$ cat src/rtl/intr_pkg.sv
// intr_pkg: shared FSM state type and cause-width helper for intr_ctrl
package intr_pkg;
  typedef enum logic [1:0] {IDLE, REQ, SERVICE} state_e;
  function automatic int cause_w(input int n);
    return (n > 1) ? $clog2(n) : 1;
  endfunction
endpackage

$ cat src/rtl/intr_edge_det.sv
// intr_edge_det: per-source rising-edge detector
// Defining INTR_SYNC_EN inserts a 2-flop synchronizer ahead of the history flop.
module intr_edge_det (
  input  logic clk,
  input  logic reset,
  input  logic src,
  output logic rise
);
  logic s, hist_q, hist_d;
`ifdef INTR_SYNC_EN
  logic [1:0] sync_q, sync_d;
  always_comb sync_d = {sync_q[0], src};
  always_ff @(posedge clk or negedge reset)
    if (!reset) sync_q <= '0;
    else sync_q <= sync_d;
  assign s = sync_q[1];
`else
  assign s = src;
`endif
  always_comb hist_d = s;
  // history resets low so a source already high at release yields one event
  always_ff @(posedge clk or negedge reset)
    if (!reset) hist_q <= 1'b0;
    else hist_q <= hist_d;
  assign rise = s & ~hist_q;
endmodule

$ cat src/rtl/intr_ctrl.sv
// intr_ctrl: edge-triggered interrupt controller, fixed priority (index 0 highest), no nesting
// Defining INTR_SYNC_EN adds a 2-flop input synchronizer per source.
module intr_ctrl
  import intr_pkg::*;
#(
  parameter int               N_SRC    = 4,
  parameter logic [N_SRC-1:0] MASK_RST = '0,
  localparam int              CAUSE_W  = cause_w(N_SRC)
) (
  input  logic               clk,
  input  logic               reset,
  input  logic [N_SRC-1:0]   irq_src,
  input  logic               mask_we,
  input  logic [N_SRC-1:0]   mask_wdata,
  input  logic               int_ack,
  input  logic               eret,
  output logic               int_req,
  output logic [CAUSE_W-1:0] int_cause,
  output logic [N_SRC-1:0]   pending,
  output logic [N_SRC-1:0]   mask,
  output logic               in_service
);
  state_e state_q, state_d;
  logic [CAUSE_W-1:0] cause_q, cause_d, enc;
  logic [N_SRC-1:0] pending_q, pending_d, mask_q, mask_d, rise, elig, clr;
  for (genvar g = 0; g < N_SRC; g++) begin : g_src
    intr_edge_det u_det (.clk(clk), .reset(reset), .src(irq_src[g]), .rise(rise[g]));
  end
  assign elig = pending_q & ~mask_q;
  always_comb begin
    enc = '0;
    for (int i = N_SRC - 1; i >= 0; i--) if (elig[i]) enc = CAUSE_W'(i);
  end
  // a new edge on the acknowledged source outranks the clear
  always_comb begin
    clr       = (state_q == REQ && int_ack) ? N_SRC'(1) << cause_q : '0;
    pending_d = (pending_q & ~clr) | rise;
    mask_d    = mask_we ? mask_wdata : mask_q;
  end
  always_comb begin
    state_d = state_q;
    cause_d = cause_q;
    case (state_q)
      IDLE: if (|elig) begin
        state_d = REQ;
        cause_d = enc;
      end
      REQ:     state_d = int_ack ? SERVICE : REQ;
      SERVICE: state_d = eret ? IDLE : SERVICE;
      default: state_d = IDLE;
    endcase
  end
  always_ff @(posedge clk or negedge reset)
    if (!reset) begin
      state_q   <= IDLE;
      cause_q   <= '0;
      pending_q <= '0;
      mask_q    <= MASK_RST;
    end else begin
      state_q   <= state_d;
      cause_q   <= cause_d;
      pending_q <= pending_d;
      mask_q    <= mask_d;
    end
  assign int_req    = state_q == REQ;
  assign in_service = state_q == SERVICE;
  assign int_cause  = cause_q;
  assign pending    = pending_q;
  assign mask       = mask_q;
endmodule
$ cat config.mk
export PLATFORM = sky130hd
export DESIGN_NAME = intr_ctrl
export DESIGN_NICKNAME = d
export VERILOG_FILES = /design/src/rtl/intr_pkg.sv /design/src/rtl/intr_edge_det.sv /design/src/rtl/intr_ctrl.sv
export SDC_FILE = /design/constraint.sdc
export NUM_CORES = 1
export LEC_CHECK = 0
export CORE_MARGIN = 8
export CORE_UTILIZATION = 37
export CTS_CLUSTER_DIAMETER = 120
export DETAILED_ROUTE_END_ITERATION = 16
export PLACE_DENSITY = 0.72
export SYNTH_ARGS = -nofsm -noshare
export SYNTH_HDL_FRONTEND = slang
export SYNTH_SLANG_ARGS = --single-unit
$ cat constraint.sdc
create_clock -name clk -period 1.5 [get_ports clk]
set_clock_uncertainty 0.15 [all_clocks]
set_input_delay 0.3 -clock clk [delete_from_list [all_inputs] [get_ports clk]]
set_output_delay 0.3 -clock clk [all_outputs]
set_load 0.01 [all_outputs]
-- Word level (Yosys, flattened, before mapping)
Cells that the tools add are included.
Widths: inputs -> output; s select.
- bits in registers: 16
- latch bits: 0
- bits in writable memories: 0
- memory bits (read-only): 0
- output and inout port bits: 12
- logic and storage cells: 38
- memories: 0
- add/sub/neg operators: 0
- multiply operators: 0
- div/mod/pow operators: 0
- magnitude comparators: 0
- equal/unequal tests: 3
- shift operators: 1
- multiplexer cells: 9
- bitwise gates (word level): 13
- reduce and logical (&&, ||, !) cells: 4
- operator list (operator ; count):
    $mux 2 ; 7
    $and 4x4->4 ; 2
    $not 4->4 ; 2
    $pmux 2 s3 ; 1
    $and 1x1->1 ; 4
    $mux 4 ; 1
    $not 1->1 ; 4
    $or 4x4->4 ; 1
    $reduce_or 4->1 ; 1
    $shl 1x2->4 const A ; 1
    $eq 2x1->1 const B ; 1
    $eq 2x2->1 const B ; 1
    $logic_not 2->1 ; 1
    $ne 2x2->1 const B ; 1
    $reduce_and 2->1 ; 1
    $logic_and 1x1->1 ; 1

-- Depth between registers and ports, before layout
- word-level depth: 6
- gate-level depth with buffers: 3

-- By module
A second synthesis with hierarchy kept.
- cell total of the unflattened synthesis: 54
- area total of the unflattened synthesis: 690.7 um^2
- by module, submodules not included (module ; times used ; cells an instance ; area an instance (um^2) ; seq. area each (um^2)):
    intr_ctrl ; 1 ; 46 ; 535.5 ; 300.3
    intr_edge_det ; 4 ; 2 ; 38.8 ; 25.0

-- Worst setup path before layout
No wires, ideal clock.
- path type: register -> register
- from: register pending_q[2] (netlist: pending[2])
- to: register state_q[0]
- arrival time: 1.210 ns
- setup slack: 0.021 ns
- cell stages (with the launch flop): 4
- buffers on the path: 0
- cells stage by stage: dfrtp_1 -> nor2b_4 -> or4_1 -> o21a_1
- longest elaborated chain between the ends: 3
- RTL lines (element ; RTL line ; RTL):
    start: declaration ; intr_ctrl.sv:25 ; logic [N_SRC-1:0] pending_q, pending_d, mask_q, mask_d, rise, elig, clr;
    start signal: assignment ; intr_ctrl.sv:62 ; pending_q <= pending_d;
    $and 4x4->4 ; intr_ctrl.sv:29 ; assign elig = pending_q & ~mask_q;
    $reduce_or 4->1 ; intr_ctrl.sv:44 ; IDLE: if (|elig) begin
    $ne 2x2->1 (no source line) ; n/a ;
    end signal: assignment ; intr_ctrl.sv:60 ; state_q <= state_d;
    end: declaration ; intr_ctrl.sv:23 ; state_e state_q, state_d;
Every way passes these cells.
A chain may end at the register's enable or synchronous reset.

-- Worst setup path after layout
- from: register state_q[1]
- to: output in_service
- longest elaborated chain between the ends: 1
- RTL lines (element ; RTL line ; RTL):
    $eq 2x2->1 ; intr_ctrl.sv:66 ; assign in_service = state_q == SERVICE;
    end: declaration ; intr_ctrl.sv:21 ; output logic in_service
Every way passes these cells.

==> impl_metrics.csv <==
group,metric,value,unit
status,status,"finished with violations",
status,violations,"setup timing",
power_and_ir_drop,switching_share,32.8,%
power_and_ir_drop,power_leakage,0.472,nW
cts,clk_latency,0.29,ns
grt,use_met3,4.64,%
detailed_routing,drt_iter0_markers,4,
yosys,ys_ff_latch,16,
yosys,yosysSeqAreaShare,61.4,%
grt,grt_max_degree,17,
cts,cts-root-buf,"clkbuf_4",
floorplan,initial_utilization,38.6,%
placement,dp_hpwl,1210,µm
power_and_ir_drop,p_int,1.13,mW
cts,cts_tree,"yes",
critical_path,endpoint_kind,"output pin",
placement,place.gp.congestion,0.763,
grt,antenna_found_initial,0,
critical_path,crit_required,1.05,ns
detailed_routing,dr.pass1.iters,4,
cells_and_area,nNetsFinal,107,
sta,slew_headroom,86.4,%
yosys,synth_edf_count,0,
grt,grt_overflow_total,0,
sta,setup_viol,1,
cells_and_area,final_util,60.6,%
cts,cts_sinks,16,
yosys,synthCells,54,
yosys,synthDistinctLibCells,18,
cts,ctsHoldBuffers,0,
grt,grt_usage,10.8,%
sta,period_needed,1.50,ns
detailed_routing,drc,0,
placement,numPortBuffers,24,
yosys,synthFlopType,"dfrtp_1",
floorplan,core,1690,µm²
yosys,yosysMostFrequentCell,"dfrtp_1",
detailed_routing,wire_per_inst,14.0,µm
detailed_routing,routed_via_density,5.02,
cells_and_area,fillCellCount,157,
critical_path,crit_buf_inv,3,
hold_path,hold_class,"in2async",
sta,fin_ws,-0.00444,ns
yosys,synth.area.top_cells,"dfrtp_1 (61%), mux2_1 (6.9%), o21ai_1 (4.6%), nor2b_1 (3.8%), inv_1 (3.5%)",
yosys,ys_async_sr_fraction,100,%
sta,hold_viol,0,
grt,grt_pass1_vias,606,
power_and_ir_drop,ir_worst_vdd,0.000882,V
yosys,synth_area_leader_cell,"dfrtp_1",
critical_path,cp-start-kind,"flip-flop",
yosys,syn_avg_cell_area,12.1,µm²
cells_and_area,area_delta_synth_final,57.0,%
floorplan,rows,15,
floorplan,ioPinCount,25,
power_and_ir_drop,switchingPower,0.549,mW
yosys,ys_warn_count,0,
cts,numCtsBuffers,3,
yosys,synthesis.area,652,µm²
critical_path,reg2reg_from,"state_q[1]",
floorplan,fp.dieH,58.0,µm
critical_path,slowest_stage,"dfrtp_1",
critical_path,reg2reg_to,"pending[2]",
critical_path,worst-r2r-cell-count,4,
yosys,netlist.area_leader.share,61.4,%
sta,drv_slew,0,
critical_path,reg2reg_slack,0.02,ns
detailed_routing,ant_nets,0,
cells_and_area,diodes,0,
critical_path,worstPathMaxFanout,3,
critical_path,crit_arrival,1.05,ns
cts,clkTransAtPathRegs,0.09,ns
critical_path,crit_type,"reg2out",
grt,grt_pass1_wl,2780,µm
cts,clk_path_buf_depth,2,
sta,rsz0062_at_grt,"yes",
power_and_ir_drop,p_comb_share,45.4,%
placement,place_ws,-0.157,ns
critical_path,critPathMaxStageDelay,0.41,ns
grt,met1_usage,11.2,%
floorplan,dieWidth,58.0,µm
yosys,syn_nets,67,
sta,tightest_slew,0.204,ns
power_and_ir_drop,p_seq_share,38.2,%
floorplan,die_area,3360,µm²
cts,htreeDepth,1,
job,drv_cap,0,
sta,fin_crit_sh,100,%
detailed_routing,routed_wl,1540,µm
grt,use_met2,18.6,%
cells_and_area,drive_gt1_share,21.5,%
detailed_routing,vias,552,
grt,grt.busiest_layer,"met2",
critical_path,path_cells,"buf_4 -> nand2b_4 -> inv_1 -> buf_2",
power_and_ir_drop,p_clk_share,16.3,%
critical_path,cp_top_family,"flip-flops",
sta,fmax,665,MHz
power_and_ir_drop,power_density,1640,nW/µm²
yosys,synth_common_cells,"dfrtp_1 (16), inv_1 (6), o21ai_1 (6), mux2_1 (4), nor2b_1 (4)",
[cell usage in the layout (no fill, tap or decap), drive strengths merged, types with 2 or more instances in the layout]
cell type / count
nor2b: 5
clkdlybuf4s50: 12
mux2: 4
o21a: 3
o21ai: 7
inv: 6
dfrtp: 16
clkbuf: 4
a21oi: 3
buf: 13
nand2b: 2
dlygate4sd2: 9
[stage by stage]
step	area (µm²)	hold slack (ns)	TNS (ns)	power, mW	instances
2_1_floorplan	652	-0.146	0	0.972	54
4_1_cts	1010	0.172	-0.0632	1.64	108
6_report	1020	0.171	-0.00444	1.68	110
3_3_place_gp	966	0.244	-0.248	1.39	102
3_5_place_dp	966	0.253	-0.358	1.41	102
5_1_grt	1020	0.177	-0.122	1.81	110
[per-layer routing]
layer	vias to the layer above	wire [µm]
li1	270	-
met1	264	612
met2	16	790
met3	2	125
met4	0	16
met5	-	0
[power groups by stage]
| stage | Sequential (mW) | Combinational (mW) | Clock (mW) |
|---|---|---|---|
| after CTS | 0.636 | 0.721 | 0.281 |
| after global routing | 0.661 | 0.845 | 0.307 |
| final | 0.641 | 0.761 | 0.274 |
| after detailed placement | 0.653 | 0.753 | 0 |
| after global placement | 0.654 | 0.737 | 0 |
| after floorplan | 0.699 | 0.273 | 0 |
[worst reg2reg max path: stages (launching register included)]
cell and delay (ns):
dfrtp_1 0.41, buf_4 0.15, nand3b_1 0.16, or3_1 0.32
a22o_1 0.18
[registers in the layout, summed over array words and instances (netlist names)]
register,count
g_src.u_det.hist_q,4
int_cause,2
mask,4
pending,4
state_q,2
[cell type report]
cell class | count | area [µm²] | share of cell area, %
Clock buffer | 4 | 36.3 | 3.55
Sequential cell | 16 | 400 | 39.1
Tap cell | 17 | 21.3 | 2.08
Timing Repair Buffer | 35 | 302 | 29.5
Multi-Input combinational cell | 32 | 241 | 23.6
Inverter | 6 | 22.5 | 2.20
[worst max-delay path by stage]
stage	slack [ns]	to	cells past startpoint	start
floorplan	0.02	state_q[0]	3	pending[2]
global placement	-0.12	pending[2]	4	int_ack
detailed placement	-0.16	pending[2]	4	int_ack
CTS	-0.06	in_service	3	state_q[0]
global route	-0.06	in_service	4	state_q[1]
finish	-0.004	in_service	4	state_q[1]
[what timing repair did]
action | CTS | global route
pin swaps | 0 | 1
setup endpoints to repair | 12 | 5
cloned | 0 | 0
gates resized for setup | 16 | 5
setup buffers | 2 | 2
[cells by family after synthesis]
| kind of cell | share of synthesized area (%) |
|---|---|
| AND/OR/NAND/NOR | 13.1 |
| buffers and inverters | 3.45 |
| AO/OA/AOI/OAI | 15.2 |
| flip-flops | 61.4 |
| multiplexers | 6.91 |
Note: power is estimated with default switching activity, not from simulation.
